**src/rtl/beam_pkg.sv**
```systemverilog
// Shared mode constants and lock-state encoding for the beam timing
// generator and the receive-side beam tracker.
package beam_pkg;

    localparam int DEF_H_TOTAL  = 1344;
    localparam int DEF_V_TOTAL  = 806;
    localparam int DEF_H_ACTIVE = 1024;
    localparam int DEF_V_ACTIVE = 768;

    localparam int HW = 11;
    localparam int VW = 10;

    typedef enum logic [1:0] {
        SEEK    = 2'd0,
        ACQUIRE = 2'd1,
        LOCKED  = 2'd2
    } lock_state_e;

    function automatic logic [HW-1:0] sat_inc_h(input logic [HW-1:0] v);
        return (&v) ? v : v + HW'(1);
    endfunction

    function automatic logic [VW-1:0] sat_inc_v(input logic [VW-1:0] v);
        return (&v) ? v : v + VW'(1);
    endfunction

endpackage

```
**src/rtl/sync_edge.sv**
```systemverilog
// Registers one active-low sync strobe and flags its falling edge.
// Both stages idle high so a released reset never fakes an edge on a high input.
module sync_edge
    import beam_pkg::*;
(
    input  logic clk,
    input  logic rst,
    input  logic sync_n_i,
    output logic fall_o
);

    logic sync_q;
    logic sync_prev_q;

    always_ff @(posedge clk or negedge rst) begin
        if (!rst) begin
            sync_q      <= 1'b1;
            sync_prev_q <= 1'b1;
        end else begin
            sync_q      <= sync_n_i;
            sync_prev_q <= sync_q;
        end
    end

    assign fall_o = sync_prev_q & ~sync_q;

endmodule

```
**src/rtl/beam_tracker.sv**
```systemverilog
// Rebuilds pixel coordinates from sync/valid strobes, measures line and frame
// periods and tracks lock against the configured video mode.
module beam_tracker
    import beam_pkg::*;
#(
    parameter int H_TOTAL     = DEF_H_TOTAL,
    parameter int V_TOTAL     = DEF_V_TOTAL,
    parameter int H_ACTIVE    = DEF_H_ACTIVE,
    parameter int V_ACTIVE    = DEF_V_ACTIVE,
    parameter int LOCK_FRAMES = 2
) (
    input  logic          clk,
    input  logic          rst,
    input  logic          switch_line,
    input  logic          switch_frame,
    input  logic          valid,
    output logic [HW-1:0] pix_x,
    output logic [VW-1:0] pix_y,
    output logic          pix_valid,
    output logic          line_start,
    output logic          frame_start,
    output logic [HW-1:0] h_period,
    output logic [VW-1:0] v_period,
    output logic          locked,
    output logic          timing_error
);

    localparam logic [HW-1:0] H_TOTAL_C  = HW'(H_TOTAL);
    localparam logic [HW-1:0] H_ACTIVE_C = HW'(H_ACTIVE);
    localparam logic [VW-1:0] V_TOTAL_C  = VW'(V_TOTAL);
    localparam logic [VW-1:0] V_ACTIVE_C = VW'(V_ACTIVE);
    localparam logic [2:0]    LOCK_C     = 3'(LOCK_FRAMES);

    // bit 0 = line sync, bit 1 = frame sync
    logic [1:0] sync_n;
    logic [1:0] sync_fall;
    logic       hfall;
    logic       vfall;

    assign sync_n = {switch_frame, switch_line};

    generate
        for (genvar gi = 0; gi < 2; gi++) begin : g_sync
            sync_edge u_sync_edge (
                .clk      (clk),
                .rst      (rst),
                .sync_n_i (sync_n[gi]),
                .fall_o   (sync_fall[gi])
            );
        end
    endgenerate

    assign hfall = sync_fall[0];
    assign vfall = sync_fall[1];

    logic          s_valid_q;
    logic          s_valid_prev_q;
    logic          valid_fall;

    logic [HW-1:0] hcnt_q, hcnt_d;
    logic [HW-1:0] xcnt_q, xcnt_d;
    logic [VW-1:0] ycnt_q, ycnt_d;
    logic [VW-1:0] lcnt_q, lcnt_d;
    logic [HW-1:0] h_period_q, h_period_d;
    logic [VW-1:0] v_period_q, v_period_d;
    logic          h_armed_q, h_armed_d;
    logic          frame_ok_q, frame_ok_d;

    logic [HW-1:0] x_base;
    logic [VW-1:0] y_base;
    logic [VW-1:0] l_base;
    logic [HW-1:0] h_meas;
    logic          line_bad;
    logic          frame_clean;
    logic          unlock;

    logic [HW-1:0] pix_x_q;
    logic [VW-1:0] pix_y_q;
    logic          pix_valid_q;
    logic          line_start_q;
    logic          frame_start_q;
    logic          locked_q;
    logic          timing_error_q;

    lock_state_e   state_q, state_d;
    logic [2:0]    good_q, good_d;

    assign valid_fall = s_valid_prev_q & ~s_valid_q;

    // A line is judged at the hsync fall that ends it, and only once the
    // previous fall has given a trustworthy starting point.
    assign h_meas      = sat_inc_h(hcnt_q);
    assign line_bad    = hfall && h_armed_q &&
                         ((h_meas != H_TOTAL_C) ||
                          ((xcnt_q != '0) && (xcnt_q != H_ACTIVE_C)));
    assign frame_clean = frame_ok_q && (lcnt_q == V_TOTAL_C) && (ycnt_q == V_ACTIVE_C);
    assign unlock      = (state_q == LOCKED) && (state_d == SEEK);

    always_comb begin
        hcnt_d     = hfall ? '0 : sat_inc_h(hcnt_q);

        x_base     = hfall ? '0 : xcnt_q;
        xcnt_d     = s_valid_q ? sat_inc_h(x_base) : x_base;

        y_base     = vfall ? '0 : ycnt_q;
        ycnt_d     = valid_fall ? sat_inc_v(y_base) : y_base;

        // Frame sync wins a tie: the coincident hsync becomes line 1 of the new frame.
        l_base     = vfall ? '0 : lcnt_q;
        lcnt_d     = hfall ? sat_inc_v(l_base) : l_base;

        h_period_d = (hfall && h_armed_q) ? h_meas : h_period_q;
        v_period_d = vfall ? lcnt_q : v_period_q;

        h_armed_d  = h_armed_q;
        if (unlock) begin
            h_armed_d = 1'b0;
        end else if (hfall) begin
            h_armed_d = 1'b1;
        end

        frame_ok_d = (vfall ? 1'b1 : frame_ok_q) & ~line_bad;
    end

    always_comb begin
        state_d = state_q;
        good_d  = good_q;
        unique case (state_q)
            SEEK: begin
                if (vfall) begin
                    state_d = ACQUIRE;
                    good_d  = '0;
                end
            end
            ACQUIRE: begin
                if (vfall) begin
                    if (frame_clean) begin
                        good_d = good_q + 3'd1;
                        if (good_q + 3'd1 == LOCK_C) begin
                            state_d = LOCKED;
                        end
                    end else begin
                        good_d = '0;
                    end
                end
            end
            LOCKED: begin
                if (line_bad || (vfall && !frame_clean)) begin
                    state_d = SEEK;
                    good_d  = '0;
                end
            end
            default: begin
                state_d = SEEK;
                good_d  = '0;
            end
        endcase
    end

    always_ff @(posedge clk or negedge rst) begin
        if (!rst) begin
            state_q <= SEEK;
            good_q  <= '0;
        end else begin
            state_q <= state_d;
            good_q  <= good_d;
        end
    end

    always_ff @(posedge clk or negedge rst) begin
        if (!rst) begin
            s_valid_q      <= 1'b0;
            s_valid_prev_q <= 1'b0;
            hcnt_q         <= '0;
            xcnt_q         <= '0;
            ycnt_q         <= '0;
            lcnt_q         <= '0;
            h_period_q     <= '0;
            v_period_q     <= '0;
            h_armed_q      <= 1'b0;
            frame_ok_q     <= 1'b0;
            pix_x_q        <= '0;
            pix_y_q        <= '0;
            pix_valid_q    <= 1'b0;
            line_start_q   <= 1'b0;
            frame_start_q  <= 1'b0;
            locked_q       <= 1'b0;
            timing_error_q <= 1'b0;
        end else begin
            s_valid_q      <= valid;
            s_valid_prev_q <= s_valid_q;
            hcnt_q         <= hcnt_d;
            xcnt_q         <= xcnt_d;
            ycnt_q         <= ycnt_d;
            lcnt_q         <= lcnt_d;
            h_period_q     <= h_period_d;
            v_period_q     <= v_period_d;
            h_armed_q      <= h_armed_d;
            frame_ok_q     <= frame_ok_d;
            pix_x_q        <= x_base;
            pix_y_q        <= y_base;
            pix_valid_q    <= s_valid_q;
            line_start_q   <= hfall;
            frame_start_q  <= vfall;
            locked_q       <= (state_d == LOCKED);
            timing_error_q <= unlock;
        end
    end

    assign pix_x        = pix_x_q;
    assign pix_y        = pix_y_q;
    assign pix_valid    = pix_valid_q;
    assign line_start   = line_start_q;
    assign frame_start  = frame_start_q;
    assign h_period     = h_period_q;
    assign v_period     = v_period_q;
    assign locked       = locked_q;
    assign timing_error = timing_error_q;

endmodule

```
**config.mk**
```make
export PLATFORM = sky130hd
export DESIGN_NAME = beam_tracker
export DESIGN_NICKNAME = d
export VERILOG_FILES = /design/src/rtl/beam_pkg.sv /design/src/rtl/sync_edge.sv /design/src/rtl/beam_tracker.sv
export SDC_FILE = /design/constraint.sdc
export NUM_CORES = 1
export LEC_CHECK = 0
export CAP_MARGIN = 10
export CORE_ASPECT_RATIO = 0.6
export CORE_MARGIN = 4
export CORE_UTILIZATION = 35
export DETAILED_ROUTE_END_ITERATION = 7
export RECOVER_POWER = 25
export SYNTH_ARGS = -nofsm -noshare
export SYNTH_HDL_FRONTEND = slang
export SYNTH_SLANG_ARGS = --single-unit
export TNS_END_PERCENT = 1
```
**constraint.sdc**
```tcl
create_clock -name clk -period 3.39 [get_ports clk]
set_input_delay 1.017 -clock clk [delete_from_list [all_inputs] [get_ports clk]]
set_output_delay 1.017 -clock clk [all_outputs]
set_load 0.03 [all_outputs]
```
# After elaboration in Yosys (flattened, before gate mapping)
# Index checks and enable logic that the tools add are counted.
# Widths: inputs -> output; s select.
[op_classes] addsub=5 reduce_logical=19 n_bitwise=8 eq_ne=11 muxes=25
[op_table] operator="$mux 10" count=6
[op_table] operator="$mux 11" count=5
[op_table] operator="$add 11x1->11 const B" count=2
[op_table] operator="$ne 11x11->1 const B" count=2
[op_table] operator="$reduce_and 11->1" count=2
[op_table] operator="$add 10x1->10 const B" count=2
[op_table] operator="$eq 10x10->1 const B" count=2
[op_table] operator="$reduce_and 10->1" count=2
[op_table] operator="$mux 3" count=4
[op_table] operator="$reduce_bool 11->1" count=1
[op_table] operator="$mux 2" count=5
[op_table] operator="$pmux 3 s3" count=1
[op_table] operator="$logic_and 1x1->1" count=7
[op_table] operator="$pmux 2 s3" count=1
[op_table] operator="$and 1x1->1" count=4
[op_table] operator="$eq 2x2->1 const B" count=2
[op_table] operator="$logic_not 2->1" count=2
[op_table] operator="$ne 2x2->1 const B" count=2
[op_table] operator="$not 1->1" count=4
[op_table] operator="$add 3x1->3 const B" count=1
[op_table] operator="$eq 3x2->1 const B" count=1
[op_table] operator="$mux 1" count=3
[op_table] operator="$reduce_and 3->1" count=1
[op_table] operator="$eq 2x1->1 const B" count=1
[op_table] operator="other kinds (4)" count=5
[word_totals] in_bits=5 out_inout_bits=47 reg_bits=101

# Logic depth before layout (Yosys ltp)
# Gate-level depths: netlist (run 1).
[logic_depth] depth_word=11 mapped_depth=11 depth_no_buf=9

# Cells and area by module
# Synthesis (run 1) repeated with hierarchy kept, for this count alone.
[hier_totals] hier_cells=404 area_unflattened_um2=4503.1
[by_module_without_submodules] module="beam_tracker" cells_per_inst=398 n_inst=1 seq_area_each_um2=2427.3 area_per_inst_um2=4370.4
[by_module_without_submodules] module="sync_edge" cells_per_inst=3 n_inst=2 seq_area_each_um2=52.6 area_per_inst_um2=66.3

# Worst setup path before layout (run 1)
# OpenSTA, ideal clock, no wires.
[synth_path] path_type="register to register" from="reg g_sync[1].u_sync_edge.sync_q" to="reg ycnt_q[5]" path_stages_with_launch=12 arrival_ps=2354 slack_ps=956 path_buffers=2 setup_ps=80 cell_sequence="dfstp_2 > nand2b_1 > clkbuf_8 > clkbuf_1 > and2_1 > ha_1 > and4_1 > nand3_1 > o31a_1 > and4_1 > nand3_1 > xnor2_1"
[synth_between] elab_chain_len=6 elab_cells_between_ends=7 cone_classes="add/sub: 1; mux: 3; bitwise: 2; reduce/logical: 1"
[synth_lines] element="start, declared" line="sync_edge.sv:12" source="logic sync_q;"
[synth_lines] element="start signal, assigned" line="sync_edge.sv:20" source="sync_q <= sync_n_i;"
[synth_lines] element="$not 1->1 *" line="sync_edge.sv:25" source="assign fall_o = sync_prev_q & ~sync_q;"
[synth_lines] element="$and 1x1->1 *" line="sync_edge.sv:25"
[synth_lines] element="$mux 10 *" line="beam_tracker.sv:105" source="y_base = vfall ? '0 : ycnt_q;"
[synth_lines] element="via y_base[1]" line="beam_tracker.sv:70" source="logic [VW-1:0] y_base;"
[synth_lines] element="$add 10x1->10 or $reduce_and 10->1 (tied branches)" line="beam_pkg.sv:24" source="return (&v) ? v : v + VW'(1);"
[synth_lines] element="$mux 10 *" line="beam_pkg.sv:24"
[synth_lines] element="$mux 10 *" line="beam_tracker.sv:106" source="ycnt_d = valid_fall ? sat_inc_v(y_base) : y_base;"
[synth_lines] element="via ycnt_d[5]" line="beam_tracker.sv:62" source="logic [VW-1:0] ycnt_q, ycnt_d;"
[synth_lines] element="end signal, assigned" line="beam_tracker.sv:194" source="ycnt_q <= ycnt_d;"
[synth_lines] element="end, declared" line="beam_tracker.sv:62"
# Mark *: on every way through the listed nets, which the timed path passes. The rest lies on a longest branch.
# A chain may end at the register's enable or synchronous reset.

# Worst setup path after layout (run 1)
# Same ends and word-level chain as after synthesis.

==> results of run 1 <==
-- logic make-up (layout without fill, tap and decap cells) --
family                     count (synthesis)  count (layout)  synth area share (%)
adders and majority gates                  6               6                 1.675
AOI/OAI and AO/OA                         53              53                 8.152
xor gates and xnor gates                  24              24                 4.690
and+or+nand+nor                          202             202                 23.98
buffers and inverters                     27              85                 2.847
DFF                                      101             101                 56.50
muxes                                      9               9                 2.150
-- sequential cells by signal, summed over array words and instances (netlist names), 2 cells and up --
register	count
pix_x	11
g_sync.u_sync_edge.sync_prev_q	2
v_period	10
g_sync.u_sync_edge.sync_q	2
state_q	2
hcnt_q	11
xcnt_q	11
ycnt_q	10
good_q	3
h_period	11
lcnt_q	10
pix_y	10
-- routing by layer --
layer  wire (um)  vias up  part of all wire, %
li1            -     1572                    -
met1        5476     1568                   55
met2        3850       88                   39
met3         456       12                  4.6
met4          91        0                 0.92
met5           0        -                    0
-- final timing paths --
| kind | depth (start not counted) | from | to |
|---|---|---|---|
| setup / recovery | 9 | g_sync[1].u_sync_edge.sync_q$_DFF_PN1_ | ycnt_q[5]$_DFF_PN0_ |
| max in group asynchronous | 2 | rst | g_sync[0].u_sync_edge.sync_prev_q$_DFF_PN1_ |
| hold reg to reg | 0 | g_sync[1].u_sync_edge.sync_q$_DFF_PN1_ | g_sync[1].u_sync_edge.sync_prev_q$_DFF_PN1_ |
| min in group asynchronous | 1 | rst | ycnt_q[9]$_DFF_PN0_ |
| setup reg to reg | 9 | g_sync[1].u_sync_edge.sync_q$_DFF_PN1_ | ycnt_q[5]$_DFF_PN0_ |
| hold / removal | 0 | g_sync[1].u_sync_edge.sync_q$_DFF_PN1_ | g_sync[1].u_sync_edge.sync_prev_q$_DFF_PN1_ |
-- placed cells by master, fill, tap and decap left out, types with 2 or more instances in the layout --
cell type / Yosys / final
dfrtp_1: 97 / 97
nand2_1: 75 / 75
clkdlybuf4s50_1: 0 / 47
nor2_1: 30 / 30
o21ai_0: 17 / 17
nand3_1: 15 / 15
xor2_1: 13 / 13
inv_1: 12 / 12
nand4_1: 12 / 12
xnor2_1: 11 / 11
nor3_1: 11 / 11
and2_1: 17 / 9
clkbuf_16: 0 / 9
and2_0: 0 / 8
nand2b_1: 6 / 6
ha_1: 6 / 6
nor4_1: 5 / 5
a21oi_1: 5 / 5
and4_1: 5 / 5
mux2_2: 5 / 5
a31oi_1: 5 / 5
mux2i_1: 4 / 4
and3_1: 4 / 4
o21a_1: 4 / 4
nor2b_1: 4 / 4
buf_4: 0 / 4
o22ai_1: 3 / 3
a211oi_1: 3 / 3
dfstp_2: 4 / 3
dlygate4sd3_1: 0 / 3
and2_2: 2 / 2
nor3b_1: 2 / 2
a2111oi_2: 2 / 2
o31a_1: 2 / 2
nor4b_1: 2 / 2
clkbuf_1: 9 / 2
clkinv_2: 0 / 2
-- metrics by stage --
step                hold slack (ns)  total power (uW)
floorplan                    0.3506              1723
global placement             0.3529              1917
detailed placement           0.3559              1928
CTS                          0.3655              2959
global route                 0.3783              3071
finish                       0.3659              2926
-- report_power, final --
group / internal [uW] / switching (uW)
logic: 206 / 290
registers: 1310 / 93.7
clock network: 591 / 434
-- area by class of cell --
class | instances | area [um^2] | area share (%)
multi-input combinational | 294 | 1822 | 33.37
timing repair buffer | 56 | 555.5 | 10.18
inverter | 13 | 48.80 | 0.8939
tap | 165 | 206.4 | 3.782
sequential | 101 | 2532 | 46.39
clock buffer | 12 | 246.5 | 4.515
clock inverter | 4 | 47.55 | 0.8710
==> results by stage, run 1 <==
Run status:
- The run finished with clean final reports.

Worst setup path:
- The flop-to-flop setup slack is 0.68 ns.
- The cell with the largest stage delay on the worst path is dfstp_2.
- The required time of the critical path is 3.65 ns.
- The largest fanout on the critical path is 15.
- For this run, the slowest stage of the critical path takes 0.53 ns.
- The cell family with the largest share of critical-path delay is simple AND/OR/NAND/NOR gates.
- The start-to-end type of the worst setup path is flip-flop to flip-flop.
- The capturing element type of the critical path is a flip-flop.
- STA classifies the critical path startpoint as a flip-flop.
- For the worst setup path, the data arrival time is 2.98 ns.
- The count of buffer and inverter cells on the critical path is 0.
- Traced cell by cell, the critical path runs through nand2b_1 > and2_2 > ha_1 > and4_1 > nand3_1 > o31a_1 > and4_1 > nand3_1 > xnor2_1.

Routing:
- The first-pass iteration count of the detailed router is 4.
- In the routed design, unresolved DRC markers number 0.
- Once detail routing completed, the nets flagged for antenna violations numbered 0.
- The total number of vias is 3240.
- After detailed routing, the number of vias per cell comes to 5.023.
- The violation count after the first detailed-route iteration is 236.
- The detailed-route wire length per cell is 15.31 um.
- The final wirelength is 9.875 mm.

Min path:
- The tightest min-delay check is of the flip-flop to flip-flop type.

Placed design:
- Input and output buffers added on the ports amount to 51.
- Prior to clock tree synthesis, the placed netlist has a worst setup slack of 0.7326 ns.
- The placed instances occupy a cell area of 5167 um^2.
- The wire-length estimate of the detail-placed layout is 6.980 mm.
- At the end of routability-driven placement, the weighted congestion stood at 0.9197.
- The total instance count after detailed placement is 629.

STA:
- Setup repair after global routing left no endpoint under its margin.
- The number of pins with negative max-slew slack in the final report is 0.
- Static timing analysis puts the maximum clock frequency at 0.3684 GHz.
- The worst pin sits at a relative slew slack of 8.843%.
- For the finished layout, the period the worst path requires is 2.714 ns.
- Setup violations remaining at the end of the flow were counted as 0.
- The worst-margin pin slew is 1.367 ns.
- The clock arrives with 0.007464 ns of skew.
- The number of endpoints with negative hold slack in the final report is 0.
- The final clock period utilization by the worst path is 80.07%.
- Setup total negative slack on the finished layout was measured at 0 ns.
- Setup slack on the critical path of the routed design comes to 0.6756 ns.

Global route:
- Global routing consumed, over all layers together, 14.06% of the routing resources.
- The global-route track usage on met1 is 22.82%.
- The met2 usage in global routing is 18.25%.
- Entering global routing, the biggest net connects 54 pins.
- met1 is the most crowded layer.
- The first global-routing pass estimated 16.58 mm of wire.
- The number of antenna violations at the first check in global routing is 0.
- The total global routing overflow is 0.
- The number of global-route vias before repair is 3170.
- The met3 usage is 3.583%.

Floorplan:
- The die is 95.66 um tall.
- The placeable core region is 12300 um^2.
- The width of the chip is 154.1 um.
- The number of top-level design ports is 52.
- The die outline area is 14740 um^2.
- For this configuration, the core starts out at a cell density of 36.45%.
- The row count is 31.

Logic synthesis:
- Sequential elements use 56.50% of the synthesized area.
- The share of synthesized area in the top cell type comes to 54.16%.
- During synthesis, Yosys emitted a total of 0 warnings.
- The number of flops mapped to enable cells by yosys is 0.
- The gate count after technology mapping is 422.
- The mean post-synth cell area is 10.62 um^2.
- The synthesized netlist net count is 433.
- The synthesized cell area is 4482 um^2.
- The synthesized design contains 101 register bits.
- The fraction of registers with async set/reset is 100.0%.
- The commonest cells after synthesis are 97 x dfrtp_1, 75 x nand2_1, 30 x nor2_1, 17 x and2_1, 17 x o21ai_0.
- The most used flip-flop cell after synthesis is dfrtp_1.
- Synthesis instantiated 60 different standard cells from the library.
- By area the synthesized netlist is led by dfrtp_1 54%, nand2_1 6.3%, xor2_1 2.5%, nor2_1 2.5%, and2_1 2.4%.
- The cell type with the largest total area after synthesis is dfrtp_1.
- In the post-synthesis netlist, the cell with the most instances is dfrtp_1.

Flow run:
- The max-cap violation count is 0.

Power:
- Summed over all cells, the static leakage comes to 0.002390 uW.
- For this design the ratio of total power to cell area is 536.0 nW/um^2.
- The peak supply drop is 0.0002661 V.

Clock tree:
- At the later pin of the worst-skew pair, clock insertion delay measures 0.34 ns.
- Once the clock tree was built, the setup fixing pass inserted 0 buffers.
- The clock tree synthesis step divided the H-tree into 3 levels.
- Clock-pin slew was measured on the worst setup and hold paths at 0.07 ns.
- TritonCTS built the clock tree.
- The number of hold-repair buffers added at the cts stage is 0.
- The total CTS buffers is 9.
- The clock drives 101 sinks.
- Counting along the longest clock path gives a buffer depth of 2.
- The library cell used as clock root buffer is clkbuf_16.
- The number of gates resized after CTS was 0.

Finish:
- After filler insertion, the fill cell instance count of the layout stands at 1170.
- The area growth from synthesis to layout is 21.80%.
- The final cell count without fillers is 645.
- The repair_antennas step left the layout with diodes totalling 0.
- The number of nets at the end of the flow is 486.
- The finished cells cover 5459 um^2.
- The core utilization of the finished layout is 44.40%.
- The fraction of final layout cells sized beyond drive strength 1 is 8.750%.
Note: power is estimated with default switching activity, not from simulation.
==> inputs of run 2 (changes only) <==
==> constraint.sdc (replaced) <==
create_clock -name clk -period 2.6 [get_ports clk]
set_input_delay 0.78 -clock clk [delete_from_list [all_inputs] [get_ports clk]]
set_output_delay 0.78 -clock clk [all_outputs]
set_load 0.03 [all_outputs]
==> results by stage, run 2 (same netlist as run 1, synthesis figures left out) <==
Run status:
- Run status: finished, final reports clean (unchanged).

Power:
- The switching share of power came to 27.00% (was 27.93%).
- The leakage power is 0.002443 uW (was 0.002390 uW).
- The power consumption is 3946 uW (was 2926 uW).
- The peak supply drop is 0.0003176 V (was 0.0002661 V).
- The net load switching power is 1066 uW (was 817.4 uW).
- The sequential share of power is 46.5% (was 48.0%).
- The cell internal power dissipation was 2881 uW (was 2109 uW).
- The fraction of power consumed by combinational cells is 16.9% (about the same).
- The proportion of power drawn by the clock network came to 36.6% (was 35.0%).
- The power per unit of standard cell area was 713.5 nW/um^2 (was 536.0 nW/um^2).

STA:
- The worst relative slew slack came to 35.57% (was 8.843%).
- The final setup skew is 0.008736 ns (was 0.007464 ns).
- The clock period minus worst slack is 2.430 ns (was 2.714 ns).
- The final clock period utilization by the worst path is 93.45% (was 80.07%).
- The number of pins with negative max-slew slack in the final report was 0 (unchanged).
- The worst-margin pin slew came to 0.9665 ns (was 1.367 ns).
- The number of endpoints with negative hold slack in the final report came to 0 (unchanged).
- The maximum clock frequency is 0.4116 GHz (was 0.3684 GHz).
- The number of setup violations in the final report is 0 (unchanged).
- The final setup slack of the worst path is 0.1703 ns (was 0.6756 ns).

Global route:
- The maximum number of pins on one net before global-route repair is 37 (was 54).
- The number of antenna violations at the first check in global routing is 0 (unchanged).
- The aggregate global-route resource usage was 14.05% (was 14.06%).
- The first-pass GRT wire length is 16.47 mm (was 16.58 mm).
- The number of global-route vias before repair came to 3200 (was 3170).
- The total global routing overflow is 0 (unchanged).

Finish:
- The cell area after layout is 5530 um^2 (was 5459 um^2).
- The number of nets at the end of the flow is 491 (was 486).
- The count of filler cells inserted in the layout was 1174 (was 1170).
- Commonest cells after routing, fill and taps aside: 97 x dfrtp_1, 75 x nand2_1, 47 x clkdlybuf4s50_1, 30 x nor2_1, 17 x o21ai_0 (unchanged).
- The fraction of final layout cells sized beyond drive strength 1 came to 10.10% (was 8.750%).
- The synthesis-to-layout area growth came to 23.39% (was 21.80%).
- The most common cell after layout, fill and taps aside is dfrtp_1 (unchanged).
- The number of antenna diodes is 0 (unchanged).
- The final cell count without fillers came to 650 (was 645).
- The core utilization of the finished layout came to 44.98% (was 44.40%).

Placed design:
- The worst setup slack after placement came to 0.2109 ns (was 0.7326 ns).
- The total of buffers placed on input and output ports came to 51 (unchanged).
- The routability congestion estimate is 0.9158 (was 0.9197).
- The detailed placer's ending HPWL was 7.081 mm (was 6.980 mm).
- The total instance count after detailed placement came to 634 (was 629).
- The placement-stage cell area is 5218 um^2 (was 5167 um^2).

Routing:
- The final wirelength was 9.920 mm (was 9.875 mm).
- The per-cell via count in the routed design came to 5.075 (was 5.023).
- The total number of vias is 3299 (was 3240).
- The count of antenna-violating nets left after detailed routing is 0 (unchanged).
- The residual DRC count is 0 (unchanged).
- The detailed-route wire length per cell was 15.26 um (was 15.31 um).
- The violation count after the first detailed-route iteration came to 288 (was 236).
- The first-pass iteration count of the detailed router is 5 (was 4).

Clock tree:
- The clock transition at the register clock pins on the worst setup and hold paths after CTS is 0.07 ns (about the same).
- The number of hold-repair buffers added at the cts stage is 0 (unchanged).
- The level count of the clock H-tree is 3 (unchanged).
- The worst-case clock buffer depth came to 2 (unchanged).
- The total CTS buffers was 9 (unchanged).
- The number of sinks driven by the clock tree is 101 (unchanged).
- The CTS tree is built (unchanged).
- The clock latency of the later-clocked register in the worst-skew pair is 0.34 ns (about the same).
- The library cell used as clock root buffer is clkbuf_16 (unchanged).

Floorplan:
- The placeable core region is 12300 um^2 (unchanged).
- The y dimension of the die is 95.66 um (unchanged).
- The width of the chip is 154.1 um (unchanged).
- The initial core utilization was 36.45% (unchanged).
- The number of top-level design ports was 52 (unchanged).
- The row count is 31 (unchanged).
- The die outline area is 14740 um^2 (unchanged).

Worst setup path:
- The cell with the largest stage delay on the worst path is dfrtp_1 (was dfstp_2).
- The capturing element type of the critical path is a flip-flop (unchanged).
- The arrival time of the worst setup path is 2.64 ns (was 2.98 ns).
- Critical-path cell list: ha_1 > nand3_1 > nor3_2 > mux2i_2 > nor4b_4 > a211oi_2 > a2111oi_2 (was nand2b_1 > and2_2 > ha_1 > and4_1 > nand3_1 > o31a_1 > and4_1 > nand3_1 > xnor2_1).
- The start-to-end type of the worst setup path was flip-flop to flip-flop (unchanged).
- The delay of the slowest cell on the worst path came to 0.43 ns (was 0.53 ns).
- The largest fanout on the critical path is 7 (was 15).
- The flop-to-flop setup slack is 0.17 ns (was 0.68 ns).
- The type of origin of the critical path is a flip-flop (unchanged).
- The required time of the critical path is 2.81 ns (was 3.65 ns).

Flow run:
- The max-cap violation count was 0 (unchanged).

Min path:
- The path type of the worst min-delay path is flip-flop to flip-flop (unchanged).
run 2: cell types whose count changed in the layout (fill, tap and decap cells not counted), sizes merged:
cell and change:
buf +4, clkinvlp -1, bufinv +1, clkbuf +1
run 2: power groups by stage:
stage               clock [uW]  combinational (uW)  sequential [uW]
floorplan                    0                 288             1960
global placement             0                 658             1860
detailed placement           0                 667             1860
CTS                       1490                 672             1830
global route              1560                 729             1850
finish                    1440                 668             1830
run 2: repair_timing:
item                       4_1_cts  5_1_grt
resized for setup                0        1
setup endpoints to repair        0        2
setup buffers                    0        0
run 2: layer usage:
| layer | vias to the layer above | global-route usage, % | share of wire (%) |
|---|---|---|---|
| met1 | 1618 | 21.97 | 54 |
| met3 | 6 | 4.444 | 5.9 |
| met2 | 92 | 18.40 | 39 |
| li1 | 1583 | - | - |
| met4 | 0 | 3.527 | 0.69 |
| met5 | - | 0 | 0 |
run 2: path summary, 6_finish.rpt:
| check | startpoint | endpoint | cells after the start |
|---|---|---|---|
| setup / recovery | hcnt_q[0]$_DFF_PN0_ | state_q[1]$_DFF_PN0_ | 7 |
| hold / removal | g_sync[1].u_sync_edge.sync_q$_DFF_PN1_ | g_sync[1].u_sync_edge.sync_prev_q$_DFF_PN1_ | 0 |
| setup reg to reg | hcnt_q[0]$_DFF_PN0_ | state_q[1]$_DFF_PN0_ | 7 |
| hold reg to reg | g_sync[1].u_sync_edge.sync_q$_DFF_PN1_ | g_sync[1].u_sync_edge.sync_prev_q$_DFF_PN1_ | 0 |
| max in group asynchronous | rst | good_q[0]$_DFFE_PN0P_ | 2 |
| min in group asynchronous | rst | pix_y[7]$_DFF_PN0_ | 1 |
run 2: cell type report:
| type | instances | area, um^2 | area share [%] |
|---|---|---|---|
| sequential | 101 | 2532 | 45.79 |
| multi-input combinational | 294 | 1826 | 33.01 |
| timing repair buffer | 61 | 590.6 | 10.68 |
| clock buffer | 12 | 256.5 | 4.638 |
| tap | 165 | 206.4 | 3.733 |
| clock inverter | 4 | 70.07 | 1.267 |
| inverter | 13 | 48.80 | 0.8824 |
run 2: through the flow:
stage	hold WS (ns)	setup TNS, ns
after floorplan	0.3506	0
after global placement	0.3535	0
after detailed placement	0.3579	0
after CTS	0.3676	0
after global routing	0.3724	-0.06202
final	0.3670	0
run 2: critical path: cells and delay by family (launching register included):
family | cells | cell delay (ns)
AND/OR/NAND/NOR | 3 | 0.85
AO/OA/AOI/OAI | 2 | 0.46
flip-flops | 1 | 0.43
multiplexers | 1 | 0.32
adder cells (fa/ha/maj) | 1 | 0.24
==> inputs of run 3 (changes only) <==
--- a/config.mk
+++ b/config.mk
@@ -13,5 +13,6 @@
 export RECOVER_POWER = 25
 export SYNTH_ARGS = -nofsm -noshare
 export SYNTH_HDL_FRONTEND = slang
+export SYNTH_HIERARCHICAL = 1
 export SYNTH_SLANG_ARGS = --single-unit
 export TNS_END_PERCENT = 1
==> results by stage, run 3 <==
STA:
- The tightest hold margin is 0.3688 ns (was 0.3670 ns).
- The number of endpoints with negative hold slack in the final report is 0 (unchanged).
- The number of pins with negative max-slew slack in the final report is 0 (unchanged).
- The worst-margin pin slew is 1.375 ns (was 0.9665 ns).
- Setup repair after global routing left no endpoint under its margin.
- The clock period minus worst slack is 2.325 ns (was 2.430 ns).
- The final setup slack of the worst path came to 0.2755 ns (was 0.1703 ns).
- The maximum clock frequency came to 0.4302 GHz (was 0.4116 GHz).
- The final setup TNS was 0 ns (unchanged).
- The final setup skew is 0.008064 ns (was 0.008736 ns).
- The worst relative slew slack is 8.360% (was 35.57%).
- The number of setup violations in the final report was 0 (unchanged).
- The final clock period utilization by the worst path is 89.40% (was 93.45%).

Clock tree:
- The library cell used as clock root buffer is clkbuf_16 (unchanged).
- The total CTS buffers is 9 (unchanged).
- The clock transition at the register clock pins on the worst setup and hold paths after CTS was 0.07 ns (about the same).
- The CTS tree is built (unchanged).
- The buffers inserted during post-CTS setup optimization came to 0 (unchanged).
- The level count of the clock H-tree is 3 (unchanged).
- The clock latency of the later-clocked register in the worst-skew pair is 0.34 ns (about the same).
- The number of hold-repair buffers added at the cts stage is 0 (unchanged).
- The post-cts repair resize count is 0 (unchanged).
- The worst-case clock buffer depth is 2 (unchanged).
- The number of sinks driven by the clock tree is 101 (unchanged).

Finish:
- The sequential cell area is 2532 um^2 (unchanged).
- The most common cell after layout, fill and taps aside was dfrtp_1 (unchanged).
- The fraction of final layout cells sized beyond drive strength 1 is 10.78% (was 10.10%).
- The core utilization of the finished layout is 44.43% (was 44.98%).
- The count of filler cells inserted in the layout came to 1178 (was 1174).
- The number of nets at the end of the flow is 470 (was 491).
- The number of antenna diodes came to 0 (unchanged).
- Commonest cells after routing, fill and taps aside: 97 x dfrtp_1, 47 x clkdlybuf4s50_1, 36 x nand2_1, 31 x nor2_1, 27 x nor2b_1 (was 97 x dfrtp_1, 75 x nand2_1, 47 x clkdlybuf4s50_1, 30 x nor2_1, 17 x o21ai_0).
- The multi-input logic area is 1861 um^2 (was 1826 um^2).
- The synthesis-to-layout area growth was 21.70% (was 23.39%).

Global route:
- The aggregate global-route resource usage is 14.04% (was 14.05%).
- The total global routing overflow is 0 (unchanged).
- The number of global-route vias before repair came to 3173 (was 3200).
- The maximum number of pins on one net before global-route repair came to 102 (was 37).
- The first-pass GRT wire length is 16.68 mm (was 16.47 mm).
- The number of antenna violations at the first check in global routing is 0 (unchanged).

Worst setup path:
- The count of buffer and inverter cells on the critical path is 0 (unchanged).
- The cell repeated most along the worst path is a211oi_1.
- The required time of the critical path is 2.83 ns (was 2.81 ns).
- The start-to-end type of the worst setup path is flip-flop to flip-flop (unchanged).
- The capturing element type of the critical path is a flip-flop (unchanged).
- The delay of the slowest cell on the worst path is 0.44 ns (was 0.43 ns).
- The cell with the largest stage delay on the worst path is dfrtp_1 (unchanged).
- The largest fanout on the critical path is 6 (was 7).
- The type of origin of the critical path is a flip-flop (unchanged).
- The arrival time of the worst setup path is 2.55 ns (was 2.64 ns).
- The cell family with the largest share of critical-path delay is simple AND/OR/NAND/NOR gates (unchanged).
- Critical-path cell list: ha_1 > nor4_1 > and4_1 > nand4_1 > nor4_4 > a211oi_1 > a211oi_1 (was ha_1 > nand3_1 > nor3_2 > mux2i_2 > nor4b_4 > a211oi_2 > a2111oi_2).
- The path depth of the worst reg2reg path is 7 (unchanged).
- The number of cells on the critical path is 7 (unchanged).

Logic synthesis:
- The cell type with the largest total area after synthesis is dfrtp_1 (unchanged).
- The commonest register cell after synthesis is dfrtp_1 (unchanged).
- The simple-gate area share of the yosys netlist is 23.20% (was 23.98%).
- The gate count after technology mapping came to 404 (was 422).
- The mean post-synth cell area is 11.15 um^2 (was 10.62 um^2).
- The area share of the largest cell type after synthesis was 53.90% (was 54.16%).
- The sequential fraction of the synthesis area came to 56.24% (was 56.50%).
- The dominant combinational cell family by area after synthesis was simple AND/OR/NAND/NOR gates (unchanged).
- The share of cell area taken by muxes after synthesis is 4.862% (was 2.150%).
- The number of flops mapped to enable cells by yosys is 0 (unchanged).
- The most frequent cell after synthesis is dfrtp_1 (unchanged).
- The synthesized cell area was 4503 um^2 (was 4482 um^2).
- The number of warnings issued by yosys is 6 (was 0).
- The flip-flop and latch count after synthesis is 101 (unchanged).
- The fraction of registers with async set/reset is 100.0% (unchanged).
- The xor/xnor share of the synthesized area came to 4.862% (was 4.690%).
- The synthesized netlist net count is 415 (was 433).
- The adder and majority gate portion of the synthesized area was 1.667% (was 1.675%).
- Most frequent cells after synthesis: 97 x dfrtp_1, 36 x nand2_1, 31 x nor2_1, 26 x nor2b_1, 18 x nand4_1 (was 97 x dfrtp_1, 75 x nand2_1, 30 x nor2_1, 17 x and2_1, 17 x o21ai_0).
- Largest cells by area after synthesis: dfrtp_1 54%, mux2_2 3.8%, nor2b_1 3.6%, xnor2_1 3.1%, nand2_1 3.0% (was dfrtp_1 54%, nand2_1 6.3%, xor2_1 2.5%, nor2_1 2.5%, and2_1 2.4%).
- The distinct cell type count of the synthesized netlist came to 53 (was 60).
- The compound-gate portion of the synthesized area is 6.891% (was 8.152%).

Placed design:
- The worst setup slack after placement is 0.3019 ns (was 0.2109 ns).
- The total of buffers placed on input and output ports is 51 (unchanged).
- The detailed placer's ending HPWL is 6.846 mm (was 7.081 mm).
- The routability congestion estimate was 0.8616 (was 0.9158).

Power:
- The power consumption is 3737 uW (was 3946 uW).
- The leakage power is 0.002416 uW (was 0.002443 uW).
- The power per unit of standard cell area came to 681.9 nW/um^2 (was 713.5 nW/um^2).
- The peak supply drop is 0.0003258 V (was 0.0003176 V).

Floorplan:
- The initial core utilization is 36.51% (was 36.45%).
- The placeable core region came to 12330 um^2 (was 12300 um^2).
- The die outline area is 14800 um^2 (was 14740 um^2).
- The width of the chip is 154.4 um (was 154.1 um).
- The number of top-level design ports is 52 (unchanged).
- The row count is 31 (unchanged).
- The y dimension of the die is 95.86 um (was 95.66 um).

Routing:
- The count of antenna-violating nets left after detailed routing is 0 (unchanged).
- The first-pass iteration count of the detailed router is 4 (was 5).
- The final wirelength is 9.800 mm (was 9.920 mm).
- The detailed-route wire length per cell was 15.58 um (was 15.26 um).
- The violation count after the first detailed-route iteration is 224 (was 288).
- The total number of vias is 3194 (was 3299).
- The residual DRC count is 0 (unchanged).
- The per-cell via count in the routed design came to 5.078 (was 5.075).

Flow run:
- The max-cap violation count was 0 (unchanged).

Run status:
- Run status: finished, final reports clean (unchanged).

Min path:
- The path type of the worst min-delay path was flip-flop to flip-flop (unchanged).
- The number of cells traversed by the worst hold path is 0 (unchanged).
## run 3: routing by layer
metal	vias to the layer above	GRT usage, %	routed length (um)
met5	-	0	0
met4	0	3.086	75
met3	7	4.223	540
met2	88	18.61	3703
met1	1555	22.07	5481
li1	1544	-	-
## run 3: worst reg2reg max path, cell delays in order (launching register included)
cell and delay (ns):
dfrtp_1 0.44, ha_1 0.34, nor4_1 0.26, and4_1 0.27, nand4_1 0.14, nor4_4 0.34, a211oi_1 0.14, a211oi_1 0.29
## run 3: power by group
part / total, uW / internal (uW) / switching [uW]
logic: 637 / 268 / 369
clock network: 1270 / 682 / 585
registers: 1830 / 1710 / 120
total: 3740 / 2660 / 1070
## run 3: cell type report
type | count | area share (%)
Inverter | 7 | 0.4795
Clock buffer | 12 | 4.498
Multi-Input combinational cell | 280 | 33.95
Timing Repair Buffer | 60 | 10.50
Tap cell | 165 | 3.767
Sequential cell | 101 | 46.21
Clock inverter | 4 | 0.5936
## run 3: worst paths after layout
kind,slack (ns),from,endpoint
worst min-delay path,0.37,g_sync[0].u_sync_edge/sync_q$_DFF_PN1_,g_sync[0].u_sync_edge/sync_prev_q$_DFF_PN1_
worst min register to register,0.37,g_sync[0].u_sync_edge/sync_q$_DFF_PN1_,g_sync[0].u_sync_edge/sync_prev_q$_DFF_PN1_
worst max register to register,0.28,hcnt_q[0]$_DFF_PN0_,locked$_DFF_PN0_
min in group asynchronous,0.87,rst,pix_y[6]$_DFF_PN0_
max in group asynchronous,0.86,rst,lcnt_q[5]$_DFF_PN0_
worst max-delay path,0.28,hcnt_q[0]$_DFF_PN0_,locked$_DFF_PN0_
## run 3: cell families (layout without fill, tap and decap cells)
| group | after synthesis | after routing |
|---|---|---|
| XOR/XNOR | 25 | 25 |
| AO/OA/AOI/OAI | 46 | 46 |
| adder cells (fa/ha/maj) | 6 | 6 |
| AND/OR/NAND/NOR | 183 | 183 |
| multiplexers | 20 | 20 |
| buffers and inverters | 23 | 83 |
| flip-flops | 101 | 101 |
## run 3: per-stage QoR
step | area [um^2] | std cells
after CTS | 5500 | 629
after detailed placement | 5221 | 613
after floorplan | 4503 | 404
after global placement | 5221 | 613
after global routing | 5480 | 629
final | 5480 | 629
